**src/rtl/vx_perf_memsys_reader_if.sv**
```systemverilog
// Memory-system performance-counter bundle: 15 free-running counters
// published by the memory system (master) and observed by CSR readers (slave).
interface VX_perf_memsys_if #(
    parameter int PERF_CTR_BITS = 44
) ();
    logic [PERF_CTR_BITS-1:0] icache_reads;
    logic [PERF_CTR_BITS-1:0] icache_read_misses;
    logic [PERF_CTR_BITS-1:0] dcache_reads;
    logic [PERF_CTR_BITS-1:0] dcache_writes;
    logic [PERF_CTR_BITS-1:0] dcache_read_misses;
    logic [PERF_CTR_BITS-1:0] dcache_write_misses;
    logic [PERF_CTR_BITS-1:0] dcache_bank_stalls;
    logic [PERF_CTR_BITS-1:0] dcache_mshr_stalls;
    logic [PERF_CTR_BITS-1:0] smem_reads;
    logic [PERF_CTR_BITS-1:0] smem_writes;
    logic [PERF_CTR_BITS-1:0] smem_bank_stalls;
    logic [PERF_CTR_BITS-1:0] mem_reads;
    logic [PERF_CTR_BITS-1:0] mem_writes;
    logic [PERF_CTR_BITS-1:0] mem_latency;
    logic [PERF_CTR_BITS-1:0] w_count;

    modport master (
        output icache_reads, icache_read_misses, dcache_reads, dcache_writes,
               dcache_read_misses, dcache_write_misses, dcache_bank_stalls,
               dcache_mshr_stalls, smem_reads, smem_writes, smem_bank_stalls,
               mem_reads, mem_writes, mem_latency, w_count
    );

    modport slave (
        input  icache_reads, icache_read_misses, dcache_reads, dcache_writes,
               dcache_read_misses, dcache_write_misses, dcache_bank_stalls,
               dcache_mshr_stalls, smem_reads, smem_writes, smem_bank_stalls,
               mem_reads, mem_writes, mem_latency, w_count
    );
endinterface

```
**src/rtl/vx_perf_memsys_reader.sv**
```systemverilog
// CSR-side reader of the memsys counters: 32-bit halves through a one-slot
// valid/ready pipeline, with a LO-read snapshot so LO+HI pairs are coherent.
module vx_perf_memsys_reader #(
    parameter int          PERF_CTR_BITS = 44,
    parameter logic [11:0] CSR_LO_BASE   = 12'hB03,
    parameter logic [11:0] CSR_HI_BASE   = 12'hB83
) (
    input  logic                   clk,
    input  logic                   reset,
    VX_perf_memsys_if.slave        perf_memsys_if,
    input  logic                   req_valid,
    output logic                   req_ready,
    input  logic [11:0]            req_addr,
    output logic                   rsp_valid,
    input  logic                   rsp_ready,
    output logic [31:0]            rsp_data,
    output logic                   rsp_hit
);
    localparam logic [0:0] SNAP_IDLE  = 1'b0;
    localparam logic [0:0] SNAP_ARMED = 1'b1;

    logic [63:0] w_ctr [16];
    logic [11:0] w_lo_off;
    logic [11:0] w_hi_off;
    logic        w_is_lo;
    logic        w_is_hi;
    logic [3:0]  w_idx;
    logic [63:0] w_sel;
    logic        w_snap_hit;
    logic [31:0] w_data;
    logic        w_accept;

    logic        r_rsp_valid;
    logic [31:0] r_rsp_data;
    logic        r_rsp_hit;
    logic [0:0]  r_snap_state;
    logic [3:0]  r_snap_idx;
    // Only the upper half of a snapshot is ever returned, so only it is kept.
    logic [31:0] r_snap_hi;

    assign w_ctr[0]  = 64'(perf_memsys_if.icache_reads);
    assign w_ctr[1]  = 64'(perf_memsys_if.icache_read_misses);
    assign w_ctr[2]  = 64'(perf_memsys_if.dcache_reads);
    assign w_ctr[3]  = 64'(perf_memsys_if.dcache_writes);
    assign w_ctr[4]  = 64'(perf_memsys_if.dcache_read_misses);
    assign w_ctr[5]  = 64'(perf_memsys_if.dcache_write_misses);
    assign w_ctr[6]  = 64'(perf_memsys_if.dcache_bank_stalls);
    assign w_ctr[7]  = 64'(perf_memsys_if.dcache_mshr_stalls);
    assign w_ctr[8]  = 64'(perf_memsys_if.smem_reads);
    assign w_ctr[9]  = 64'(perf_memsys_if.smem_writes);
    assign w_ctr[10] = 64'(perf_memsys_if.smem_bank_stalls);
    assign w_ctr[11] = 64'(perf_memsys_if.mem_reads);
    assign w_ctr[12] = 64'(perf_memsys_if.mem_writes);
    assign w_ctr[13] = 64'(perf_memsys_if.mem_latency);
    assign w_ctr[14] = 64'(perf_memsys_if.w_count);
    assign w_ctr[15] = 64'd0;

    // Unsigned wrap makes addresses below a base fall outside the 0..14 window.
    assign w_lo_off   = req_addr - CSR_LO_BASE;
    assign w_hi_off   = req_addr - CSR_HI_BASE;
    assign w_is_lo    = (w_lo_off < 12'd15);
    assign w_is_hi    = !w_is_lo && (w_hi_off < 12'd15);
    assign w_idx      = w_is_lo ? w_lo_off[3:0] : w_hi_off[3:0];
    assign w_sel      = w_ctr[w_idx];
    assign w_snap_hit = w_is_hi && (r_snap_state == SNAP_ARMED) && (r_snap_idx == w_idx);

    always_comb begin
        w_data = 32'd0;
        if (w_is_lo)
            w_data = w_sel[31:0];
        else if (w_snap_hit)
            w_data = r_snap_hi;
        else if (w_is_hi)
            w_data = w_sel[63:32];
    end

    assign req_ready = !r_rsp_valid || rsp_ready;
    assign w_accept  = req_valid && req_ready;

    always_ff @(posedge clk) begin
        if (reset) begin
            r_rsp_valid  <= 1'b0;
            r_rsp_data   <= 32'd0;
            r_rsp_hit    <= 1'b0;
            r_snap_state <= SNAP_IDLE;
            r_snap_idx   <= 4'd0;
            r_snap_hi    <= 32'd0;
        end else begin
            if (w_accept) begin
                r_rsp_valid <= 1'b1;
                r_rsp_data  <= w_data;
                r_rsp_hit   <= w_is_lo || w_is_hi;
                if (w_is_lo) begin
                    r_snap_state <= SNAP_ARMED;
                    r_snap_idx   <= w_idx;
                    r_snap_hi    <= w_sel[63:32];
                end else if (w_snap_hit) begin
                    r_snap_state <= SNAP_IDLE;
                end
            end else if (rsp_ready) begin
                r_rsp_valid <= 1'b0;
            end
        end
    end

    assign rsp_valid = r_rsp_valid;
    assign rsp_data  = r_rsp_data;
    assign rsp_hit   = r_rsp_hit;
endmodule

```
**src/flat_wrapper.sv**
```systemverilog
// flat-port wrapper written by rule: the top's interface ports become plain ports
module vx_perf_memsys_reader_flat 
#(
    parameter int          PERF_CTR_BITS = 44,
    parameter logic [11:0] CSR_LO_BASE   = 12'hB03,
    parameter logic [11:0] CSR_HI_BASE   = 12'hB83
)
  (clk, reset, req_valid, req_ready, req_addr, rsp_valid, rsp_ready, rsp_data, rsp_hit, perf_memsys_if_icache_reads, perf_memsys_if_icache_read_misses, perf_memsys_if_dcache_reads, perf_memsys_if_dcache_writes, perf_memsys_if_dcache_read_misses, perf_memsys_if_dcache_write_misses, perf_memsys_if_dcache_bank_stalls, perf_memsys_if_dcache_mshr_stalls, perf_memsys_if_smem_reads, perf_memsys_if_smem_writes, perf_memsys_if_smem_bank_stalls, perf_memsys_if_mem_reads, perf_memsys_if_mem_writes, perf_memsys_if_mem_latency, perf_memsys_if_w_count);
  VX_perf_memsys_if #(.PERF_CTR_BITS(PERF_CTR_BITS)) perf_memsys_if_i ();
  input  logic clk;
  input  logic reset;
  input  logic req_valid;
  output logic req_ready;
  input  logic [11:0] req_addr;
  output logic rsp_valid;
  input  logic rsp_ready;
  output logic [31:0] rsp_data;
  output logic rsp_hit;
  input wire logic [$bits(perf_memsys_if_i.icache_reads)-1:0] perf_memsys_if_icache_reads;
  input wire logic [$bits(perf_memsys_if_i.icache_read_misses)-1:0] perf_memsys_if_icache_read_misses;
  input wire logic [$bits(perf_memsys_if_i.dcache_reads)-1:0] perf_memsys_if_dcache_reads;
  input wire logic [$bits(perf_memsys_if_i.dcache_writes)-1:0] perf_memsys_if_dcache_writes;
  input wire logic [$bits(perf_memsys_if_i.dcache_read_misses)-1:0] perf_memsys_if_dcache_read_misses;
  input wire logic [$bits(perf_memsys_if_i.dcache_write_misses)-1:0] perf_memsys_if_dcache_write_misses;
  input wire logic [$bits(perf_memsys_if_i.dcache_bank_stalls)-1:0] perf_memsys_if_dcache_bank_stalls;
  input wire logic [$bits(perf_memsys_if_i.dcache_mshr_stalls)-1:0] perf_memsys_if_dcache_mshr_stalls;
  input wire logic [$bits(perf_memsys_if_i.smem_reads)-1:0] perf_memsys_if_smem_reads;
  input wire logic [$bits(perf_memsys_if_i.smem_writes)-1:0] perf_memsys_if_smem_writes;
  input wire logic [$bits(perf_memsys_if_i.smem_bank_stalls)-1:0] perf_memsys_if_smem_bank_stalls;
  input wire logic [$bits(perf_memsys_if_i.mem_reads)-1:0] perf_memsys_if_mem_reads;
  input wire logic [$bits(perf_memsys_if_i.mem_writes)-1:0] perf_memsys_if_mem_writes;
  input wire logic [$bits(perf_memsys_if_i.mem_latency)-1:0] perf_memsys_if_mem_latency;
  input wire logic [$bits(perf_memsys_if_i.w_count)-1:0] perf_memsys_if_w_count;
  assign perf_memsys_if_i.icache_reads = perf_memsys_if_icache_reads;
  assign perf_memsys_if_i.icache_read_misses = perf_memsys_if_icache_read_misses;
  assign perf_memsys_if_i.dcache_reads = perf_memsys_if_dcache_reads;
  assign perf_memsys_if_i.dcache_writes = perf_memsys_if_dcache_writes;
  assign perf_memsys_if_i.dcache_read_misses = perf_memsys_if_dcache_read_misses;
  assign perf_memsys_if_i.dcache_write_misses = perf_memsys_if_dcache_write_misses;
  assign perf_memsys_if_i.dcache_bank_stalls = perf_memsys_if_dcache_bank_stalls;
  assign perf_memsys_if_i.dcache_mshr_stalls = perf_memsys_if_dcache_mshr_stalls;
  assign perf_memsys_if_i.smem_reads = perf_memsys_if_smem_reads;
  assign perf_memsys_if_i.smem_writes = perf_memsys_if_smem_writes;
  assign perf_memsys_if_i.smem_bank_stalls = perf_memsys_if_smem_bank_stalls;
  assign perf_memsys_if_i.mem_reads = perf_memsys_if_mem_reads;
  assign perf_memsys_if_i.mem_writes = perf_memsys_if_mem_writes;
  assign perf_memsys_if_i.mem_latency = perf_memsys_if_mem_latency;
  assign perf_memsys_if_i.w_count = perf_memsys_if_w_count;
  vx_perf_memsys_reader #(.PERF_CTR_BITS(PERF_CTR_BITS), .CSR_LO_BASE(CSR_LO_BASE), .CSR_HI_BASE(CSR_HI_BASE)) u_core (.clk(clk), .reset(reset), .perf_memsys_if(perf_memsys_if_i), .req_valid(req_valid), .req_ready(req_ready), .req_addr(req_addr), .rsp_valid(rsp_valid), .rsp_ready(rsp_ready), .rsp_data(rsp_data), .rsp_hit(rsp_hit));
endmodule
```
**config.mk**
```make
export PLATFORM = sky130hd
export DESIGN_NAME = vx_perf_memsys_reader_flat
export DESIGN_NICKNAME = d
export VERILOG_FILES = /design/src/rtl/vx_perf_memsys_reader_if.sv /design/src/rtl/vx_perf_memsys_reader.sv /design/src/flat_wrapper.sv
export SDC_FILE = /design/constraint.sdc
export NUM_CORES = 1
export LEC_CHECK = 0
export CORE_AREA = 8 8 271 273
export CTS_BUF_LIST = sky130_fd_sc_hd__clkbuf_8 sky130_fd_sc_hd__clkbuf_16
export CTS_CLUSTER_DIAMETER = 120
export DETAILED_ROUTE_END_ITERATION = 16
export DIE_AREA = 0 0 279 281
export PLACE_DENSITY = 0.45
export SKIP_LAST_GASP = 1
export SLEW_MARGIN = 30
export SYNTH_ARGS = -nofsm -noshare
export SYNTH_HDL_FRONTEND = slang
export SYNTH_SLANG_ARGS = --single-unit
```
**constraint.sdc**
```tcl
create_clock -name clk -period 11.6 [get_ports clk]
set_input_delay 3.48 -clock clk [delete_from_list [all_inputs] [get_ports clk]]
set_output_delay 3.48 -clock clk [all_outputs]
set_load 0.05 [all_outputs]
```
After elaboration in Yosys (flattened, before gate mapping)
Index checks and enable logic that the tools add are counted.
- register bits after elaboration: 71
- bits of input ports: 676
- logic and storage cells: 36
- output and inout port bits: 35
- eq/ne operators: 1
- $lt $le $gt $ge: 3
- $add $sub $neg: 2
- reduce and logical (&&, ||, !) cells: 12
- muxes and demuxes: 11
- bitwise gates (word level): 1
- operator list (operator ; number):
    binary-select mux 64 bit (select 4 bit) ; 1
    2-to-1 mux 64 bit ; 2
    2-to-1 mux 32 bit ; 3
    < comparator 12 x 4 -> 1 bit, second input constant ; 2
    subtractor 12 bit, second input constant ; 2
    greater-or-equal comparator 5 bit, second input constant ; 1
    inverter 4 -> 5 bit ; 1
    equality test 4 bit ; 1
    logical AND 1 bit ; 4
    2-to-1 mux 1 bit ; 4
    2-to-1 mux 4 bit ; 1
    AND reduction 2 bit ; 2
    nonzero test 2 bit ; 2
    logical NOT 1 bit ; 2
    logical OR 1 bit ; 2

Logic depth before layout (Yosys ltp)
- depth after elaboration: 10
- mapped depth: 14
- gate-level depth less buffers: 8

Worst setup path before layout
OpenSTA, ideal clock, no wires.
- kind: input to output
- start point: in rsp_ready
- end point: out req_ready
- buffers on the path: 0
- stages: 1
- path slack: 4.192 ns
- data required time: 8.120 ns
- arrival time: 3.928 ns
- cells stage by stage: nand2b_1
- word-level cells in the longest chain between the ends: 1
- RTL lines (item ; line ; RTL):
    from (decl) ; flat_wrapper.sv:16 ; input logic rsp_ready;
    logical OR 1 bit ; vx_perf_memsys_reader.sv:77 ; assign req_ready = !r_rsp_valid || rsp_ready;
    to (decl) ; flat_wrapper.sv:13 ; output logic req_ready;
Every way passes these cells.

Worst setup path after layout
Same ends and word-level chain as after synthesis.

==> results.yml <==
run_status:
  outcome: "finished clean"
floorplan:
  start_util_pct: 10.9
  die_h_um: 281
  die_x_um: 279
  top_level_ports: 711
  core_area_um2: 69300
  die_area_um2: 78400
  fp-row-count: 97
setup_path:
  crit_path_start_kind: "input pin"
  r2r-end: "u_core.rsp_data[25]"
  cp_common_cell: "clkdlybuf4s50_1"
  critical_path_required_ns: 8.12
  path_delay_family: "buffers and inverters"
  crit_chain: "clkdlybuf4s50_1 -> nand2b_1 -> clkdlybuf4s50_1"
  path_buf_inv: 2
  worstSetupPathType: "in2out"
  worstPathMaxFanout: 4
  timing.rr.start: "u_core.rsp_valid"
  crit_arrival_ns: 4.94
  max_stage_delay_ns: 0.83
  regToRegSetupSlack_ns: 9.06
  cp-end-kind: "primary output"
  crit_path_top_delay_cell: "clkdlybuf4s50_1"
  rr_worst_depth: 6
synth:
  yosysMostFrequentCell: "mux4_2"
  ys.flop_type: "dfxtp_1"
  yosys.area.top_type: "mux4_2"
  syn_nets: 1335
  ys.warnings.count: 0
  avgSynthCellArea_um2: 11.5
  synth_cell_type_count: 55
  ys_top_cells_by_count: "mux4_2, nand2_1, dfxtp_1"
  netlist_top_cells_area: "mux4_2, dfxtp_1, mux2i_1, nand2_1, a21oi_1"
  ys_async_sr_fraction_pct: 0
  netlist_instances: 657
  ys_ff_latch: 51
  synth_edf_count: 0
  synth_top_area_share_pct: 50.2
  yosysSeqAreaShare_pct: 13.5
  synth_area_um2: 7580
clock_network:
  clock_sinks: 51
  cts_buffer_depth: 2
  cts-root-buf: "clkbuf_16"
  cts_resized: 0
  worst_skew_pair.late_latency_ns: 0.33
  cts_buffers: 5
  post_cts_buffers: 0
  htree_levels: 2
  hold_buffers: 0
  clkTransAtPathRegs_ns: 0.08
  cts_tree: "done"
power_and_ir_drop:
  power_frac_clock_pct: 18.2
  internal_power_mw: 0.630
  combPwrFrac_pct: 63.1
  fin_total_pwr_mw: 0.942
  p_sw_share_pct: 33.1
  p_per_area_nw_per_um2: 59.7
  ir_worst_vdd_uv: 49.0
  p_leak_nw: 5.32
  power.switching_mw: 0.311
  sequentialPowerShare_pct: 18.7
hold_path:
  hold_path.class: "reg2reg"
  min_path_cells: 2
  worstHoldEndpoint: "u_core.r_snap_hi[10]"
  worstHoldStart: "u_core.r_snap_hi[10]"
sta:
  worst_pin_slew_ns: 1.02
  fmax_ghz: 0.119
  report.final.slew_viol_count: 0
  finalCriticalPeriod_ns: 8.42
  slew_headroom_pct: 31.7
  fin_skew_ns: 0.00771
  setup_viol: 0
  rsz0062_at_grt: "false"
  fin_tns_setup_ns: 0
  hold_slack_ns: 0.476
  hold_viol: 0
  period_share_pct: 72.6
finish:
  fill_cells: 7350
  syn2layout_area_growth_pct: 108
  utilization_pct: 22.8
  multiInputGateArea_um2: 6160
  layout-drive-gt1-share_pct: 17.8
  fin_nets: 1988
  regArea_um2: 1020
global_routing:
  grt_pass1_wl_mm: 77.2
  grt_max_degree: 60
  grt_antenna_before_repair: 11
  grt.total_usage_pct: 13.6
  grt_pass1_vias: 10200
  grt.overflow.total: 0
drt:
  vias_per_cell: 4.07
  wl_mm: 56.3
  dr_total_vias: 9162
  route.detailed.drc: 0
  drtAntennaViolNets: 0
  wl_per_cell_um: 25.0
  firstDrtPassIters: 5
  first_iter_violations: 545
place:
  gp_congestion: 0.966
  dp_hpwl_mm: 48.2
  port_buffers: 710
run:
  timing.max_cap.violations: 0
[cell usage in the layout, fill, tap and decap left out, types with 5 or more instances in the layout]
| cell type | n |
|---|---|
| dfxtp_1 | 51 |
| clkdlybuf4s50_1 | 708 |
| o21ai_0 | 36 |
| nand3_1 | 18 |
| nand4b_1 | 5 |
| nand2_1 | 66 |
| a32oi_1 | 8 |
| nor3_1 | 5 |
| a21oi_1 | 47 |
| mux2i_1 | 43 |
| nor2_1 | 14 |
| buf_4 | 13 |
| a31o_2 | 20 |
| a22o_1 | 20 |
| mux4_2 | 169 |
| inv_1 | 5 |
| o22ai_1 | 8 |
| clkbuf_16 | 5 |
[how the worst max path moves through the flow]
stage	startpoint	to	slack (ns)	depth (start not counted)
3_3_place_gp	rsp_ready	req_ready	3.16	3
5_1_grt	rsp_ready	req_ready	3.13	3
3_5_place_dp	rsp_ready	req_ready	3.17	3
6_report	rsp_ready	req_ready	3.18	3
2_1_floorplan	rsp_ready	req_ready	4.19	1
4_1_cts	rsp_ready	req_ready	3.16	3
[through the flow]
step,instance area [um2],worst slack (ns),instances
global placement,15600,3.16,2241
finish,15800,3.18,2253
global route,15800,3.13,2252
detailed placement,15600,3.17,2242
floorplan,7580,4.19,657
CTS,15800,3.16,2250
[tightest hold or removal path, stage by stage, from the launching register on]
cell and delay [ns]:
dfxtp_1 0.31, o21ai_0 0.06, a21oi_1 0.06
[final cells by class]
class	count	area share, %
tap	940	7.45
clock buffer	5	0.793
clock inverter	3	0.167
timing repair buffer	727	45.9
multi-input combinational	519	39.0
inverter	6	0.174
sequential	51	6.47
antenna	2	0.0317
[logic make-up after synthesis]
family / after synthesis / share of synthesized area [%]
xor gates and xnor gates: 8 / 0.925
DFF: 51 / 13.5
AOI/OAI and AO/OA: 166 / 14.7
buffers and inverters: 87 / 6.14
adders and majority gates: 2 / 0.330
and+or+nand+nor: 131 / 8.54
muxes: 212 / 55.9
[registers in the layout, indices dropped and copies added (netlist names)]
register             flops
u_core.r_snap_hi        12
u_core.r_snap_idx        4
u_core.r_snap_state      1
u_core.rsp_data         32
u_core.rsp_hit           1
u_core.rsp_valid         1
[power by group through the flow]
stage / sequential (mW) / combinational (mW) / clock (mW)
2_1_floorplan: 0.183 / 0.264 / 0
3_3_place_gp: 0.180 / 0.597 / 0
3_5_place_dp: 0.180 / 0.602 / 0
4_1_cts: 0.176 / 0.605 / 0.184
5_1_grt: 0.176 / 0.636 / 0.188
6_report: 0.176 / 0.594 / 0.171
[routing by layer]
layer	GRT usage, %	vias to the layer above	part of all wire [%]
met3	4.05	41	7.3
li1	-	4072	-
met2	23.6	425	51
met1	16.8	4616	40
met5	0	-	0.098
met4	2.39	8	1.3
No activity file was read; power rests on OpenSTA's default activity.
